==> config.mk <==
export PLATFORM = sky130hd
export DESIGN_NAME = fifo_drain_stream
export DESIGN_NICKNAME = d
export VERILOG_FILES = /design/src/rtl/fifo_drain_stream.sv
export SDC_FILE = /design/constraint.sdc
export NUM_CORES = 1
export LEC_CHECK = 0
export CAP_MARGIN = 15
export CORE_ASPECT_RATIO = 0.8
export CORE_MARGIN = 5
export CORE_UTILIZATION = 45
export DETAILED_ROUTE_END_ITERATION = 8
export PLACE_DENSITY = 0.72
export SYNTH_ARGS = -nofsm -noshare
export SYNTH_HDL_FRONTEND = slang
export SYNTH_SLANG_ARGS = --single-unit
==> constraint.sdc <==
create_clock -name clk_in -period 5.61 [get_ports clk_in]
set_input_delay 1.122 -clock clk_in [delete_from_list [all_inputs] [get_ports clk_in]]
set_output_delay 1.122 -clock clk_in [all_outputs]
set_load 0.02 [all_outputs]
==> src/rtl/fifo_drain_stream.sv <==
// fifo_drain_stream: pops words from a synchronous FIFO (deq/valid_out handshake,
// one-cycle read latency) and presents them on a valid/ready stream with packet
// framing. A 2-entry output buffer absorbs the read latency so the block streams
// one word per cycle and never drops a word under backpressure.
// Optional feature: define FIFO_DRAIN_STATS_EN to add word_count/pkt_count outputs.
module fifo_drain_stream #(
    parameter int DATA_WIDTH = 32,
    parameter int BURST_LEN  = 8
) (
    input  logic                  clk_in,
    input  logic                  rst_in,
    input  logic                  en_in,
    input  logic                  fifo_empty,
    input  logic [31:0]           fifo_data,
    input  logic                  fifo_valid,
    output logic                  fifo_deq,
    output logic [DATA_WIDTH-1:0] m_data,
    output logic                  m_valid,
    input  logic                  m_ready,
    output logic                  m_last,
    output logic                  err_out
`ifdef FIFO_DRAIN_STATS_EN
    ,
    output logic [15:0]           word_count,
    output logic [15:0]           pkt_count
`endif
);

    localparam int CNT_W = (BURST_LEN > 1) ? $clog2(BURST_LEN) : 1;
    localparam logic [CNT_W-1:0] LAST_CNT = CNT_W'(BURST_LEN - 1);

    // Buffer occupancy doubles as the FSM state.
    typedef enum logic [1:0] {
        EMPTY = 2'd0,
        ONE   = 2'd1,
        TWO   = 2'd2
    } occ_e;

    occ_e                  state_q, state_d;
    logic [DATA_WIDTH-1:0] head_q, head_d;
    logic [DATA_WIDTH-1:0] tail_q, tail_d;
    logic                  pending_q;
    logic                  err_q, err_d;
    logic [CNT_W-1:0]      cnt_q, cnt_d;
    logic                  m_valid_q, m_valid_d;
    logic                  m_last_q, m_last_d;

    logic                  pop_s;
    logic                  capture_s;
    logic [DATA_WIDTH-1:0] cap_data_s;
    logic [2:0]            inflight_s;

    assign pop_s      = m_valid_q & m_ready;
    assign capture_s  = fifo_valid & pending_q;
    assign cap_data_s = fifo_data[DATA_WIDTH-1:0];

    // Slots that will be claimed after this cycle: buffered words plus the word
    // returning now, minus the word leaving now. A new read is issued only if
    // its returning word is guaranteed a free slot.
    assign inflight_s = {1'b0, state_q} + {2'b00, pending_q} - {2'b00, pop_s};

    // Read request is combinational so a pop can immediately make room for a new read.
    always_comb begin
        fifo_deq = rst_in & en_in & ~fifo_empty & (inflight_s < 3'd2);
    end

    // Next buffer contents, occupancy, framing counter and sticky error.
    always_comb begin
        state_d = state_q;
        head_d  = head_q;
        tail_d  = tail_q;
        case (state_q)
            EMPTY: begin
                if (capture_s) begin
                    head_d  = cap_data_s;
                    state_d = ONE;
                end else begin
                    state_d = EMPTY;
                end
            end
            ONE: begin
                if (capture_s && pop_s) begin
                    head_d  = cap_data_s;
                end else if (capture_s) begin
                    tail_d  = cap_data_s;
                    state_d = TWO;
                end else if (pop_s) begin
                    state_d = EMPTY;
                end else begin
                    state_d = ONE;
                end
            end
            TWO: begin
                if (capture_s && pop_s) begin
                    head_d = tail_q;
                    tail_d = cap_data_s;
                end else if (pop_s) begin
                    head_d  = tail_q;
                    state_d = ONE;
                end else begin
                    state_d = TWO;
                end
            end
            default: begin
                state_d = EMPTY;
            end
        endcase

        // A returning word without a request, or a request with no returning word.
        err_d = err_q | (fifo_valid ^ pending_q);

        if (pop_s) begin
            if (cnt_q == LAST_CNT) begin
                cnt_d = {CNT_W{1'b0}};
            end else begin
                cnt_d = cnt_q + CNT_W'(1);
            end
        end else begin
            cnt_d = cnt_q;
        end

        m_valid_d = (state_d != EMPTY);
        m_last_d  = (state_d != EMPTY) && (cnt_d == LAST_CNT);
    end

    // State, buffer and registered stream outputs.
    always_ff @(posedge clk_in) begin
        if (!rst_in) begin
            state_q   <= EMPTY;
            head_q    <= {DATA_WIDTH{1'b0}};
            tail_q    <= {DATA_WIDTH{1'b0}};
            pending_q <= 1'b0;
            err_q     <= 1'b0;
            cnt_q     <= {CNT_W{1'b0}};
            m_valid_q <= 1'b0;
            m_last_q  <= 1'b0;
        end else begin
            state_q   <= state_d;
            head_q    <= head_d;
            tail_q    <= tail_d;
            pending_q <= fifo_deq;
            err_q     <= err_d;
            cnt_q     <= cnt_d;
            m_valid_q <= m_valid_d;
            m_last_q  <= m_last_d;
        end
    end

    assign m_data  = head_q;
    assign m_valid = m_valid_q;
    assign m_last  = m_last_q;
    assign err_out = err_q;

`ifdef FIFO_DRAIN_STATS_EN
    logic [15:0] word_cnt_q;
    logic [15:0] pkt_cnt_q;

    // Transfer and packet statistics, wrapping modulo 2^16.
    always_ff @(posedge clk_in) begin
        if (!rst_in) begin
            word_cnt_q <= 16'd0;
            pkt_cnt_q  <= 16'd0;
        end else begin
            if (pop_s) begin
                word_cnt_q <= word_cnt_q + 16'd1;
            end
            if (pop_s && m_last_q) begin
                pkt_cnt_q <= pkt_cnt_q + 16'd1;
            end
        end
    end

    assign word_count = word_cnt_q;
    assign pkt_count  = pkt_cnt_q;
`endif

endmodule

==> results of run 1 <==
[metrics by stage]
| stage | hold slack [ps] | utilization |
|---|---|---|
| global placement | 437.5 | 0.5499 |
| floorplan | 434.1 | - |
| CTS | 461.7 | 0.5771 |
| detailed placement | 443.7 | 0.5519 |
| global route | 475.5 | 0.5771 |
| finish | 456.1 | 0.5771 |
[critical path, cell delays in order]
cell and delay (ps):
clkdlybuf4s50_1 510, nand2_1 260, nor2_1 260, o21ai_1 120, fa_1 490, nand4b_1 100
nor2_1 120, clkdlybuf4s50_1 610
[cells by family after synthesis]
group / Yosys count / synth area share
xor+xnor: 1 / 0.002615
fa+ha+maj: 5 / 0.02092
flops: 73 / 0.4363
simple gates: 94 / 0.1192
mux: 64 / 0.1913
buf+inv: 32 / 0.05678
compound gates: 77 / 0.1730
[cells in the mapped netlist]
library cell / n / share of area
a21boi_1: 2 / 0.0045
a21oi_1: 2 / 0.0030
a21oi_4: 1 / 0.0049
a31oi_1: 1 / 0.0019
a32o_1: 1 / 0.0030
and2_1: 3 / 0.0056
and3_1: 1 / 0.0019
buf_1: 1 / 0.0011
buf_2: 5 / 0.0075
buf_4: 1 / 0.0022
buf_6: 8 / 0.027
clkbuf_1: 17 / 0.019
dfxtp_1: 73 / 0.44
fa_1: 1 / 0.0060
ha_1: 4 / 0.015
mux2i_1: 64 / 0.19
nand2_1: 69 / 0.077
nand2b_1: 3 / 0.0056
nand3_1: 3 / 0.0045
nand3b_1: 2 / 0.0045
nand4b_1: 1 / 0.0026
nor2_1: 7 / 0.0078
nor2b_1: 2 / 0.0037
nor3_1: 1 / 0.0015
nor3b_1: 1 / 0.0022
o211a_1: 32 / 0.096
o21a_1: 3 / 0.0067
o21ai_0: 32 / 0.048
o21ai_1: 2 / 0.0030
o22a_1: 1 / 0.0026
or2_1: 1 / 0.0019
xor2_1: 1 / 0.0026
[state kept, by name (all words and copies together), names as in the netlist]
| register | cells |
|---|---|
| cnt_q | 3 |
| err_out | 1 |
| m_data | 32 |
| m_last | 1 |
| m_valid | 1 |
| pending_q | 1 |
| state_q | 2 |
| tail_q | 32 |
[metal layers]
metal  vias up  track usage
li1       1321            -
met1      1248       0.2319
met2        44       0.2754
met3         6      0.06672
met4         0      0.04065
met5         -            0
[where the power goes]
part | leakage [nW] | internal, mW | switching, mW
registers | 0.591 | 0.529 | 0.00737
clock network | 0.0913 | 0.212 | 0.183
logic | 1.40 | 0.0598 | 0.0529
total | 2.08 | 0.801 | 0.243
[worst paths after layout]
path | from | end | slack, ps | depth (start not counted)
hold / removal | err_out | err_out | 460 | 1
setup reg to reg | state_q[1] | m_data[12] | 2860 | 6
setup / recovery | m_ready | fifo_deq | 900 | 8
hold reg to reg | err_out | err_out | 460 | 1
[cell type report]
type / count / area, um2
sequential: 73 / 1461
tap: 90 / 112.6
fill: 671 / 3097
multi-input combinational: 241 / 1704
clock buffer: 11 / 141.4
timing repair buffer: 77 / 763.2
clock inverter: 3 / 42.54
==> results.py, run 1 <==
metrics = {
    "outcome": {
        "outcome": "finished, final reports clean",
    },
    "drt": {
        "top_layer": "met4",
        "wl_met3_um": 334,
        "wirelength_um": 7744,
        "vias_per_cell": 5.291,
        "ant_nets": 0,
        "drt-met1-wl_um": 3754,
        "wire_per_inst_um": 15.64,
        "initialDrtViolationCount": 68,
        "drc": 0,
        "dr_wl_met2_um": 3582,
        "vias": 2619,
        "dr.pass1.iters": 4,
    },
    "sta": {
        "setup_tns_ps": 0,
        "worst_slew_pin_slew_ps": 1059,
        "maxSlewViolCount": 0,
        "fin_crit_ps": 4709,
        "slew-limit-headroom": 0.2937,
        "rsz0062_at_grt": "false",
        "fin_ws_ps": 900.6,
        "max_freq_mhz": 212.3,
        "hold_violations": 0,
        "finalSetupViolations": 0,
        "finalClockSkew_ps": 8.815,
        "timing.final.crit_share": 0.8395,
    },
    "floorplan": {
        "start_util": 0.4575,
        "rows": 28,
        "io_pins": 74,
        "die_area_mm2": 0.009279,
        "core_area_mm2": 0.007322,
        "die_w_um": 106.5,
        "die_h_um": 87.17,
    },
    "power": {
        "powerDensity_mw_per_mm2": 247.2,
        "power_mw": 1.045,
        "vdd_ir_drop_max_v": 0.0001459,
        "power.leakage_nw": 2.083,
    },
    "clocking": {
        "cts_buffer_depth": 2,
        "cts_resized": 0,
        "cts_tree": "built",
        "clk_pin_slew_ps": 60,
        "cts_hold_buf": 0,
        "htreeDepth": 3,
        "post_cts_buffers": 0,
        "clk_latency_ps": 330,
        "cts_buffers": 9,
        "clkSinkCount": 73,
        "cts_root_buf": "clkbuf_8",
    },
    "logic_synthesis": {
        "synth_warnings": 0,
        "ys_seq_elements": 73,
        "postSynthAreaPerCell_um2": 9.681,
        "yosysSeqAreaShare": 0.4363,
        "synth_cells": 346,
        "syn_area_mm2": 0.003349,
        "syn_nets": 389,
        "synth.distinct_cells": 32,
    },
    "placement": {
        "dp.cells": 481,
        "numPortBuffers": 73,
        "postPlaceCellArea_mm2": 0.004041,
        "place_congestion": 0.6999,
        "place_ws_ps": 890.8,
        "hpwl_um": 4917,
    },
    "final_layout": {
        "nets": 445,
        "area_growth_pct": 26.15,
        "antennaDiodeCount": 0,
        "final_area_mm2": 0.004225,
        "drive_above_1_share": 0.05432,
        "fin_cells": 495,
        "final_cell_mix": "dfxtp_1 (73), clkdlybuf4s50_1 (72), nand2_1 (69)",
        "mostFrequentLayoutCell": "dfxtp_1",
    },
    "global_routing": {
        "antenna_found_initial": 0,
        "grt_pass1_wl_um": 13130,
        "grt_max_degree": 104,
        "grt_overflow_total": 0,
        "grt_pass1_vias": 2666,
        "grt.total_usage": 0.1758,
    },
    "setup_path": {
        "critical_path_class": "in -> out",
        "cp.required_ps": 4490,
        "worstPathMaxFanout": 11,
        "arrival_ps": 3590,
        "startpoint_type": "input pin",
        "end_kind": "output pin",
    },
    "min_path": {
        "holdCritPathClass": "reg -> reg",
    },
    "flow_run": {
        "maxCapViolCount": 0,
    },
}
Note: power is estimated with default switching activity, not from simulation.
==> inputs of run 2 (changes only) <==
==> constraint.sdc (replaced) <==
create_clock -name clk_in -period 4.45 [get_ports clk_in]
set_input_delay 0.89 -clock clk_in [delete_from_list [all_inputs] [get_ports clk_in]]
set_output_delay 0.89 -clock clk_in [all_outputs]
set_load 0.02 [all_outputs]
==> run 2 against run 1 <==
Non-clock buffer count rose by 2; combinational power rose by 26%; sequential power rose by 26%; die area did not move; critical path type unchanged; register-to-register slack got worse by 880 ps.
==> results.py, run 2 (same netlist as run 1, synthesis figures left out) <==
metrics = {
    "drt": {
        "wirelength_um": 7662,
        "drc": 0,
        "vias_per_cell": 5.285,
        "ant_nets": 0,
        "dr.pass1.iters": 4,
        "initialDrtViolationCount": 119,
        "wire_per_inst_um": 15.39,
        "vias": 2632,
    },
    "clocking": {
        "cts_root_buf": "clkbuf_8",
        "clk_pin_slew_ps": 60,
        "cts_hold_buf": 0,
        "cts_tree": "built",
        "clkSinkCount": 73,
        "clk_latency_ps": 330,
        "cts_buffer_depth": 2,
        "post_cts_buffers": 0,
        "cts_resized": 0,
        "cts_buffers": 9,
        "htreeDepth": 3,
    },
    "setup_path": {
        "end_kind": "output pin",
        "startpoint_type": "input pin",
        "worstPathMaxFanout": 4,
        "cp.required_ps": 3560,
        "arrival_ps": 3120,
        "reg2regPathDepth": 6,
        "critical_path_class": "in -> out",
    },
    "sta": {
        "max_freq_mhz": 249.2,
        "maxSlewViolCount": 0,
        "worst_slew_pin_slew_ps": 1073,
        "finalSetupViolations": 0,
        "timing.final.crit_share": 0.9017,
        "slew-limit-headroom": 0.2849,
        "setup_tns_ps": 0,
        "fin_crit_ps": 4013,
        "rsz0062_at_grt": "false",
        "finalClockSkew_ps": 10.64,
        "hold_violations": 0,
        "hold_slack_ps": 452.6,
    },
    "global_routing": {
        "grt_pass1_wl_um": 12750,
        "grt_max_degree": 104,
        "antenna_found_initial": 0,
        "grt_pass1_vias": 2651,
        "grt.total_usage": 0.1726,
        "grt_overflow_total": 0,
    },
    "final_layout": {
        "nFillCells": 665,
        "nets": 447,
        "final_cell_mix": "dfxtp_1 (73), clkdlybuf4s50_1 (72), nand2_1 (69)",
        "antennaDiodeCount": 0,
        "area_growth_pct": 27.16,
        "utilization": 0.5817,
        "final_area_mm2": 0.004259,
        "drive_above_1_share": 0.05882,
        "mostFrequentLayoutCell": "dfxtp_1",
    },
    "min_path": {
        "holdCritPathClass": "reg -> reg",
        "whs_path_depth": 1,
    },
    "placement": {
        "place_congestion": 0.7137,
        "postPlaceCellArea_mm2": 0.004049,
        "hpwl_um": 4992,
        "numPortBuffers": 73,
    },
    "outcome": {
        "outcome": "finished, final reports clean",
    },
    "floorplan": {
        "io_pins": 74,
        "die_w_um": 106.5,
        "rows": 28,
        "core_area_mm2": 0.007322,
        "die_h_um": 87.17,
        "start_util": 0.4575,
        "die_area_mm2": 0.009279,
    },
    "power": {
        "power_mw": 1.376,
        "powerDensity_mw_per_mm2": 323.0,
        "power.leakage_nw": 2.106,
        "vdd_ir_drop_max_v": 0.0001537,
    },
    "flow_run": {
        "maxCapViolCount": 0,
    },
}
## run 2: changes by cell type in the layout (fill, tap and decap cells not counted), sizes merged
cell      before  now
clkbuf        11   12
bufinv         1    2
buf            5    7
clkinvlp       1    0
## run 2: where the power goes
part | internal, mW | switching, mW | total (mW)
logic | 0.0752 | 0.0663 | 0.142
clock network | 0.328 | 0.230 | 0.557
registers | 0.667 | 0.00934 | 0.677
## run 2: critical path, cell delays in order
cell	delay [ps]
clkdlybuf4s50_1	520
nand2_1	100
nor2_1	170
o21ai_1	110
fa_1	500
nand4b_1	110
nor2_1	110
clkdlybuf4s50_1	600
## run 2: per-layer routing
layer	wire (um)	share of wire	track usage
met1	3602	0.47	0.2180
met2	3598	0.47	0.2875
met3	356	0.046	0.05486
met4	105	0.014	0.04646
met5	0	0	0
## run 2: per-stage QoR
stage / std cells / setup WS [ps]
4_1_cts: 498 / 429.4
6_report: 498 / 437.3
3_5_place_dp: 483 / 431.3
5_1_grt: 498 / 238.0
2_1_floorplan: 346 / 1256
3_3_place_gp: 483 / 463.1
## run 2: cell type report
type / count / area (um2) / area share
clock inverters: 3 / 65.06 / 0.01528
clock buffers: 12 / 145.1 / 0.03408
flip-flops and latches: 73 / 1461 / 0.3431
multi-input cells: 241 / 1704 / 0.4001
repair buffers: 79 / 770.7 / 0.1810
well taps: 90 / 112.6 / 0.02644
## run 2: path summary, 6_finish.rpt
| kind | startpoint | end | slack [ps] |
|---|---|---|---|
| worst max-delay path | m_ready | fifo_deq | 440 |
| worst min-delay path | err_out | err_out | 450 |
| worst min register to register | err_out | err_out | 450 |
| worst max register to register | state_q[1] | m_data[25] | 1980 |
==> inputs of run 3 (changes only) <==
--- a/config.mk
+++ b/config.mk
@@ -7,10 +7,11 @@
 export LEC_CHECK = 0
 export CAP_MARGIN = 15
 export CORE_ASPECT_RATIO = 0.8
-export CORE_MARGIN = 5
+export CORE_MARGIN = 2
 export CORE_UTILIZATION = 45
 export DETAILED_ROUTE_END_ITERATION = 8
 export PLACE_DENSITY = 0.72
+export SKIP_CTS_REPAIR_TIMING = 1
 export SYNTH_ARGS = -nofsm -noshare
 export SYNTH_HDL_FRONTEND = slang
 export SYNTH_SLANG_ARGS = --single-unit
==> run 3 against run 2 <==
Largest power group unchanged; final cell count is the same; clock power is essentially flat; count of clock-buffer cells in the layout stayed put; combinational power about the same; wire length down 0.14%; utilization did not move; critical endpoint unchanged; worst setup slack got worse by 89 ps; critical path type unchanged; register-to-register slack lost 260 ps; non-clock buffer count stayed put; sequential power about the same; maximum frequency is 2.2% lower; sequential cell count stayed put.
==> results.py, run 3 (same netlist as run 1, synthesis figures left out) <==
metrics = {
    "outcome": {
        "outcome": "finished, final reports clean",
    },
    "final_layout": {
        "nFillCells": 659,
        "nets": 447,
        "register_area_mm2": 0.001461,
        "mostFrequentLayoutCell": "dfxtp_1",
        "fin_cells": 498,
        "area_growth_pct": 27.16,
        "multi_input_area_mm2": 0.001704,
        "utilization": 0.5817,
        "drive_above_1_share": 0.05882,
        "final_cell_mix": "dfxtp_1 (73), clkdlybuf4s50_1 (72), nand2_1 (69)",
        "antennaDiodeCount": 0,
    },
    "floorplan": {
        "rows": 28,
        "core_area_mm2": 0.007322,
        "die_w_um": 100.5,
        "die_h_um": 81.17,
        "io_pins": 74,
        "start_util": 0.4575,
        "die_area_mm2": 0.008153,
    },
    "sta": {
        "finalSetupViolations": 0,
        "hold_slack_ps": 458.9,
        "setup_tns_ps": 0,
        "maxSlewViolCount": 0,
        "max_freq_mhz": 243.8,
        "rsz0062_at_grt": "false",
        "slew-limit-headroom": 0.3059,
        "finalClockSkew_ps": 10.06,
        "fin_crit_ps": 4101,
        "hold_violations": 0,
        "timing.final.crit_share": 0.9217,
        "worst_slew_pin_slew_ps": 1041,
    },
    "setup_path": {
        "ff2ff_setup_slack_ps": 1720,
        "path_common_cell": "clkdlybuf4s50_1",
        "worstPathCellList": "clkdlybuf4s50_1 > nand2_1 > buf_4 > and2_1 > o21ai_1 > fa_1 > nand4b_1 > nor2_1 > clkdlybuf4s50_1",
        "cp.required_ps": 3560,
        "crit_family": "buffers and inverters",
        "critical_path_class": "in -> out",
        "slowest_delay_ps": 600,
        "r2r_end": "m_data[30]",
        "crit_slowest_cell": "clkdlybuf4s50_1",
        "arrival_ps": 3210,
        "reg2reg_from": "state_q[0]",
        "startpoint_type": "input pin",
        "worstPathMaxFanout": 10,
        "end_kind": "output pin",
        "crit_buf_inv": 3,
        "reg2regPathDepth": 6,
    },
    "min_path": {
        "hold_end": "tail_q[22]",
        "hp-start": "tail_q[22]",
        "holdCritPathClass": "reg -> reg",
        "whs_path_depth": 2,
    },
    "drt": {
        "wirelength_um": 7651,
        "drc": 0,
        "vias": 2648,
        "wire_per_inst_um": 15.36,
        "ant_nets": 0,
        "initialDrtViolationCount": 115,
        "vias_per_cell": 5.317,
        "dr.pass1.iters": 5,
    },
    "clocking": {
        "cts_buffer_depth": 2,
        "clk_pin_slew_ps": 60,
        "clk_latency_ps": 330,
        "cts_root_buf": "clkbuf_8",
        "cts_tree": "built",
        "htreeDepth": 3,
        "clkSinkCount": 73,
        "cts_buffers": 9,
    },
    "placement": {
        "hpwl_um": 4878,
        "dp.cells": 483,
        "place_congestion": 0.7651,
        "numPortBuffers": 73,
    },
    "global_routing": {
        "grt_pass1_wl_um": 12700,
        "antenna_found_initial": 0,
        "grt.total_usage": 0.1997,
        "grt_pass1_vias": 2613,
        "grt_overflow_total": 0,
        "grt_max_degree": 104,
    },
    "power": {
        "p_seq_frac": 0.492,
        "p_switching_uw": 304.1,
        "pwr-share-clk": 0.404,
        "swShare": 0.2212,
        "powerDensity_mw_per_mm2": 322.8,
        "power.leakage_nw": 2.106,
        "internal-power_mw": 1.071,
        "vdd_ir_drop_max_v": 0.0001553,
        "comb_power_share": 0.104,
    },
    "flow_run": {
        "maxCapViolCount": 0,
    },
}
[run 3: power by group through the flow]
stage / Clock, mW / Combinational [mW] / Sequential [mW]
after detailed placement: 0 / 0.143 / 0.691
after floorplan: 0 / 0.0566 / 0.705
after global routing: 0.603 / 0.155 / 0.678
final: 0.555 / 0.143 / 0.677
after global placement: 0 / 0.141 / 0.691
after CTS: 0.574 / 0.144 / 0.677
[run 3: per-stage QoR]
step / cell area (um2) / worst slack (ps) / power [mW]
global placement: 4049 / 440.3 / 0.8324
detailed placement: 4049 / 372.8 / 0.8348
CTS: 4259 / 339.7 / 1.395
global route: 4259 / 273.8 / 1.437
finish: 4259 / 348.6 / 1.375
floorplan: 3349 / 1256 / 0.7618
[run 3: how the worst max path moves through the flow]
stage | from | endpoint | slack (ps) | cells past startpoint
floorplan | m_ready | fifo_deq | 1260 | 7
global placement | m_ready | fifo_deq | 440 | 9
detailed placement | m_ready | fifo_deq | 370 | 9
CTS | m_ready | fifo_deq | 340 | 9
global route | m_ready | fifo_deq | 270 | 9
finish | m_ready | fifo_deq | 350 | 9
[run 3: worst reg2reg max path: cells and delay by family, from the launching register on]
kind	cells	cell delay, ps
simple gates	2	1070
buf+inv	2	760
flops	1	490
compound gates	2	320
[run 3: final cells by class]
class,count,share of cell area
flip-flops and latches,73,0.3431
repair buffers,79,0.1810
well taps,90,0.02644
clock buffers,12,0.03408
clock inverters,3,0.01528
multi-input cells,241,0.4001
[run 3: per-layer routing]
metal  global-route usage  vias up  share of wire  routed length (um)
met1               0.2626     1266           0.49                3717
met5                    0        -              0                   0
met4              0.06438        0         0.0071                  54
met2               0.3181       53           0.46                3522
met3              0.05766        4          0.047                 357
li1                     -     1325              -                   -
==> variant 1: new RTL, flow settings as in run 2 <==
Add a define of `FIFO_DRAIN_STATS_EN`.
--- a/src/rtl/fifo_drain_stream.sv
+++ b/src/rtl/fifo_drain_stream.sv
@@ -5,2 +5,4 @@
 // Optional feature: define FIFO_DRAIN_STATS_EN to add word_count/pkt_count outputs.
+`define FIFO_DRAIN_STATS_EN
+
 module fifo_drain_stream #(
Function (old outputs only; new: pkt_count and word_count): kept (Yosys induction, for registers that start in step).
==> variant 1 against run 2 <==
  * Synthesized area grew 37%
  * Critical path depth stayed put
  * Register-to-register slack improved by 0.10 ns
  * Critical path type unchanged
  * Wire length is 40% higher
  * Critical endpoint unchanged
  * Sequential cell count rose by 32
  * Via count increased by 47%
  * Worst setup slack lost 0.15 ns
  * Count of clock-buffer cells in the layout fell by 3
  * Cell area increased by 41%
  * Total power increased by 41%
==> variant 1: results (changes against run 2) <==
* Run status: complete, no violations (unchanged)
* Relative max-transition margin at 31.04% (was 28.49%)
* Post-Syn Area at 0.004591 mm^2 (was 0.003349 mm^2)
* Peak Freq at 240.4 MHz (was 249.2 MHz)
* Share of layout cells above drive strength 1 at 5.324% (was 5.882%)
* Synth Area in Adders at 2.071% (was 2.092%)
* Dominant combinational cell family by area after synthesis: simple AND/OR/NAND/NOR gates (was multiplexers)
* Number of logic inverters in the finished layout at 7 (was 0)
* Hold Path Origin: tail_q[27] (was err_out)
* Pre-CTS setup slack at 0.2799 ns (was 0.4313 ns)
* Number of distinct library cell variants in the gate-level netlist after synthesis at 40 (was 32)
* Complex-gate fraction of the synthesized area at 10.47% (was 17.30%)
* Data arrival at the endpoint of the critical path at 3.27 ns (was 3.12 ns)
* Signed area change from the synthesized netlist to the final layout at 31.04% (was 27.16%)
* Maximum number of pins on one net before global-route repair at 70 (was 104)
* Count of clock buffers in the final design at 9 (was 12)
* Met2 WL post-DR at 5131 um (was 3598 um)
* Seq/Total Area, Yosys at 45.79% (was 43.63%)
* WHS Path Cells at 2 (was 1)
* Total Wirelength at 10700 um (was 7662 um)
* Placer congestion estimate at 0.8412 (was 0.7137)
* Largest fanout on the critical path at 3 (was 4)
* Switching component of the power at 422.6 uW (was 305.3 uW)
* Worst reg2reg setup slack at 2.08 ns (was 1.98 ns)
* Cell types with the largest area share after synthesis: sky130_fd_sc_hd__dfxtp_1, sky130_fd_sc_hd__mux2i_1, sky130_fd_sc_hd__nand2_1 (was sky130_fd_sc_hd__dfxtp_1, sky130_fd_sc_hd__mux2i_1, sky130_fd_sc_hd__o211a_1)
* Register fraction of the total cell area at 34.94% (was 34.31%)
* Worst hold-check slack at 0.4578 ns (was 0.4526 ns)
* Met3 routed WL at 639 um (was 356 um)
* Non-clock buffers, area share at 18.14% (was 18.10%)
* Fraction of met3 tracks used by global routing at 5.803% (was 5.486%)
* Hold worst-path end: tail_q[27] (was err_out)
* Post-Syn Instances at 513 (was 346)
* Routed WL per cell at 14.44 um (was 15.39 um)
* First-pass GRT wire length at 17660 um (was 12750 um)
* Port bufs at 105 (was 73)
## variant 1: cell count changes after synthesis, moves of 8 or more
| cell | before | now |
|---|---|---|
| sky130_fd_sc_hd__buf_6 | 8 | 0 |
| sky130_fd_sc_hd__a211oi_1 | 0 | 33 |
| sky130_fd_sc_hd__a21oi_1 | 2 | 19 |
| sky130_fd_sc_hd__buf_2 | 5 | 15 |
| sky130_fd_sc_hd__o211a_1 | 32 | 0 |
| sky130_fd_sc_hd__nand4_1 | 0 | 11 |
| sky130_fd_sc_hd__xnor2_1 | 0 | 9 |
| sky130_fd_sc_hd__xor2_1 | 1 | 10 |
| sky130_fd_sc_hd__nor2_1 | 7 | 58 |
| sky130_fd_sc_hd__nand2_1 | 69 | 80 |
| sky130_fd_sc_hd__or3_1 | 0 | 8 |
| sky130_fd_sc_hd__dfxtp_1 | 73 | 105 |
| sky130_fd_sc_hd__o21ai_0 | 32 | 10 |
==> variant 2: new RTL, flow settings as in run 2 <==
Without the edit above. Register the output `err_out` once more, without a reset; this adds one clock of latency there. The other outputs are not delayed to match.
--- a/src/rtl/fifo_drain_stream.sv
+++ b/src/rtl/fifo_drain_stream.sv
@@ -151,3 +151,5 @@
     assign m_last  = m_last_q;
-    assign err_out = err_q;
+    always_ff @(posedge clk_in) begin
+        err_out <= err_q;
+    end
 
Check against the original RTL: not equivalent (Yosys sat finds a counterexample within 4 cycles, from zero or initial values and one cycle with rst_in low).
==> variant 2 against run 2 <==
  * Clock power is 13% lower
  * Count of clock-buffer cells in the layout is 2 higher
  * Register-to-register slack worse by 0.09 ns
  * Highest routed layer unchanged
  * Combinational power hardly changed
  * Worst setup slack worse by 0.037 ns
  * Synthesized area is 0.60% higher
  * Wire length is 2.7% higher
  * Cell area is 0.18% lower
  * Critical endpoint unchanged
  * Final cell count is 0.40% higher
  * Sequential cell count is 1 higher
  * Total power is 4.8% lower
  * Sequential share of layout area is 0.53 points higher
==> variant 2: results (changes against run 2) <==
* Post-CTS setup repair buffer count at 0 (unchanged)
* Dominant cell by count in the synthesized netlist: sky130_fd_sc_hd__dfxtp_1 (unchanged)
* Synthesis warning total at 0 (unchanged)
* Max-capacitance violation count at 0 (unchanged)
* Max stage delay cell, worst path: sky130_fd_sc_hd__clkdlybuf4s50_1 (unchanged)
* DR pass1 iterations at 4 (unchanged)
* Post-Syn Nets at 390 (was 389)
* R2r worst-path depth at 5 (was 6)
* Maximum number of pins on one net before global-route repair at 104 (unchanged)
* Net count reported at finish at 448 (was 447)
* Antenna violations before repair at 0 (unchanged)
* Diode count at 0 (unchanged)
* H-Tree Level Count at 3 (unchanged)
* Placer congestion estimate at 0.7109 (was 0.7137)
* Hold Crit Class: flop to flop (unchanged)
* First-pass GRT wire length at 13480 um (was 12750 um)
* Seq/Total Area, Yosys at 43.97% (was 43.63%)
* Post-cts repair resize count at 0 (unchanged)
* Placed Instance Area at 0.004069 mm^2 (was 0.004049 mm^2)
* Share of flip-flops with an asynchronous set or reset after synthesis at 0% (unchanged)
* Crit-path leading delay family: buffers and inverters (unchanged)
* Clock transition at the registers of the reported paths at about 0.070 ns
* WHS Path Cells at 0 (was 1)
* Via count of the first global-routing pass at 2846 (was 2651)
* Clock Skews at 0.005406 ns (was 0.01064 ns)
* Number of buffers created by CTS at 9 (unchanged)
* Static leakage at 0.002105 uW (was 0.002106 uW)
* Maximum buffer depth of the clock tree at 2 (unchanged)
* Clock Root Buffer: sky130_fd_sc_hd__clkbuf_8 (unchanged)
* Final HPWL from detailed placement at 5054 um (was 4992 um)
* Share of layout cells above drive strength 1 at 6.098% (was 5.882%)
* Port bufs at 73 (unchanged)
* Routed WL per cell at 15.74 um (was 15.39 um)
* Global router's overall resource usage at 17.99% (was 17.26%)
* Post-Syn Area at 0.003369 mm^2 (was 0.003349 mm^2)
* Number of distinct library cell variants in the gate-level netlist after synthesis at 32 (unchanged)
* Run status: complete, no violations (unchanged)
* Data arrival at the endpoint of the critical path at 3.16 ns (was 3.12 ns)
* Largest fanout on the critical path at 4 (unchanged)
* Relative max-transition margin at 27.95% (was 28.49%)
* Top post-synthesis cells by count: sky130_fd_sc_hd__dfxtp_1, sky130_fd_sc_hd__nand2_1, sky130_fd_sc_hd__mux2i_1 (unchanged)
* Peak ir drop on the vdd network at 204.3 uV (was 153.7 uV)
* Detailed-route vias per instance at 5.342 (was 5.285)
* Clk Latency, worst-skew pair at around 0.34 ns
* First DRT Iteration DRCs at 130 (was 119)
* Max stage delay on crit path at 0.60 ns (about the same)
* Cell types with the largest area share after synthesis: sky130_fd_sc_hd__dfxtp_1, sky130_fd_sc_hd__mux2i_1, sky130_fd_sc_hd__o211a_1 (unchanged)
variant 2: changes by cell type after synthesis:
cell                             run 2  this run
sky130_fd_sc_hd__dfxtp_1            73        74
variant 2: final timing paths:
check	startpoint	end	slack [ns]
max reg2reg	state_q[1]	m_data[10]	1.89
min reg2reg	err_q	err_out	0.36
min	err_q	err_out	0.36
max	m_ready	fifo_deq	0.40
variant 2: cells by family (layout without fill, tap and decap cells):
logic type               Yosys count  after routing  synth area share, %
adder cells (fa/ha/maj)            5              5                2.080
AO/OA/AOI/OAI                     77             77                17.19
buffers and inverters             32             95                5.644
AND/OR/NAND/NOR                   94             94                11.85
XOR/XNOR                           1              1               0.2600
flip-flops                        74             74                43.97
multiplexers                      64             64                19.01
variant 2: worst reg2reg max path, stage by stage (launching register included):
cell and delay [ns]:
sky130_fd_sc_hd__dfxtp_1 0.53, sky130_fd_sc_hd__nand2b_2 0.52, sky130_fd_sc_hd__a21oi_4 0.29, sky130_fd_sc_hd__or2_1 0.68, sky130_fd_sc_hd__buf_4 0.34, sky130_fd_sc_hd__o211a_1 0.16
variant 2: layer usage:
layer,GRT usage [%],part of all wire [%],vias up
met5,0,0,-
li1,-,-,1330
met3,6.820,6.1,5
met1,22.37,47,1271
met4,3.717,0.72,0
met2,30.00,46,65
variant 2: cell type report:
class / count / area (um^2)
clock buffers: 14 / 172.7
clock inverters: 2 / 10.01
fillers: 652 / 3105
multi-input cells: 241 / 1704
flip-flops and latches: 74 / 1481
well taps: 90 / 112.6
repair buffers: 79 / 770.7
variant 2: where the power goes:
| part | switching, uW | internal (uW) | total (uW) | leakage (uW) |
|---|---|---|---|---|
| clock network | 234 | 247 | 482 | 0.0000965 |
| logic | 67.1 | 75.3 | 142 | 0.00141 |
| registers | 9.22 | 677 | 686 | 0.000599 |
| total | 311 | 1000 | 1310 | 0.00210 |
variant 2: through the flow:
step	total power (uW)	setup slack, ns	hold slack, ns	instances
finish	1310	0.4001	0.3573	500
global route	1367	0.2109	0.3611	500
CTS	1329	0.3755	0.3593	500
detailed placement	844.2	0.3908	0.3378	484
global placement	842.1	0.4900	0.3481	484
floorplan	771.9	1.256	0.3322	347
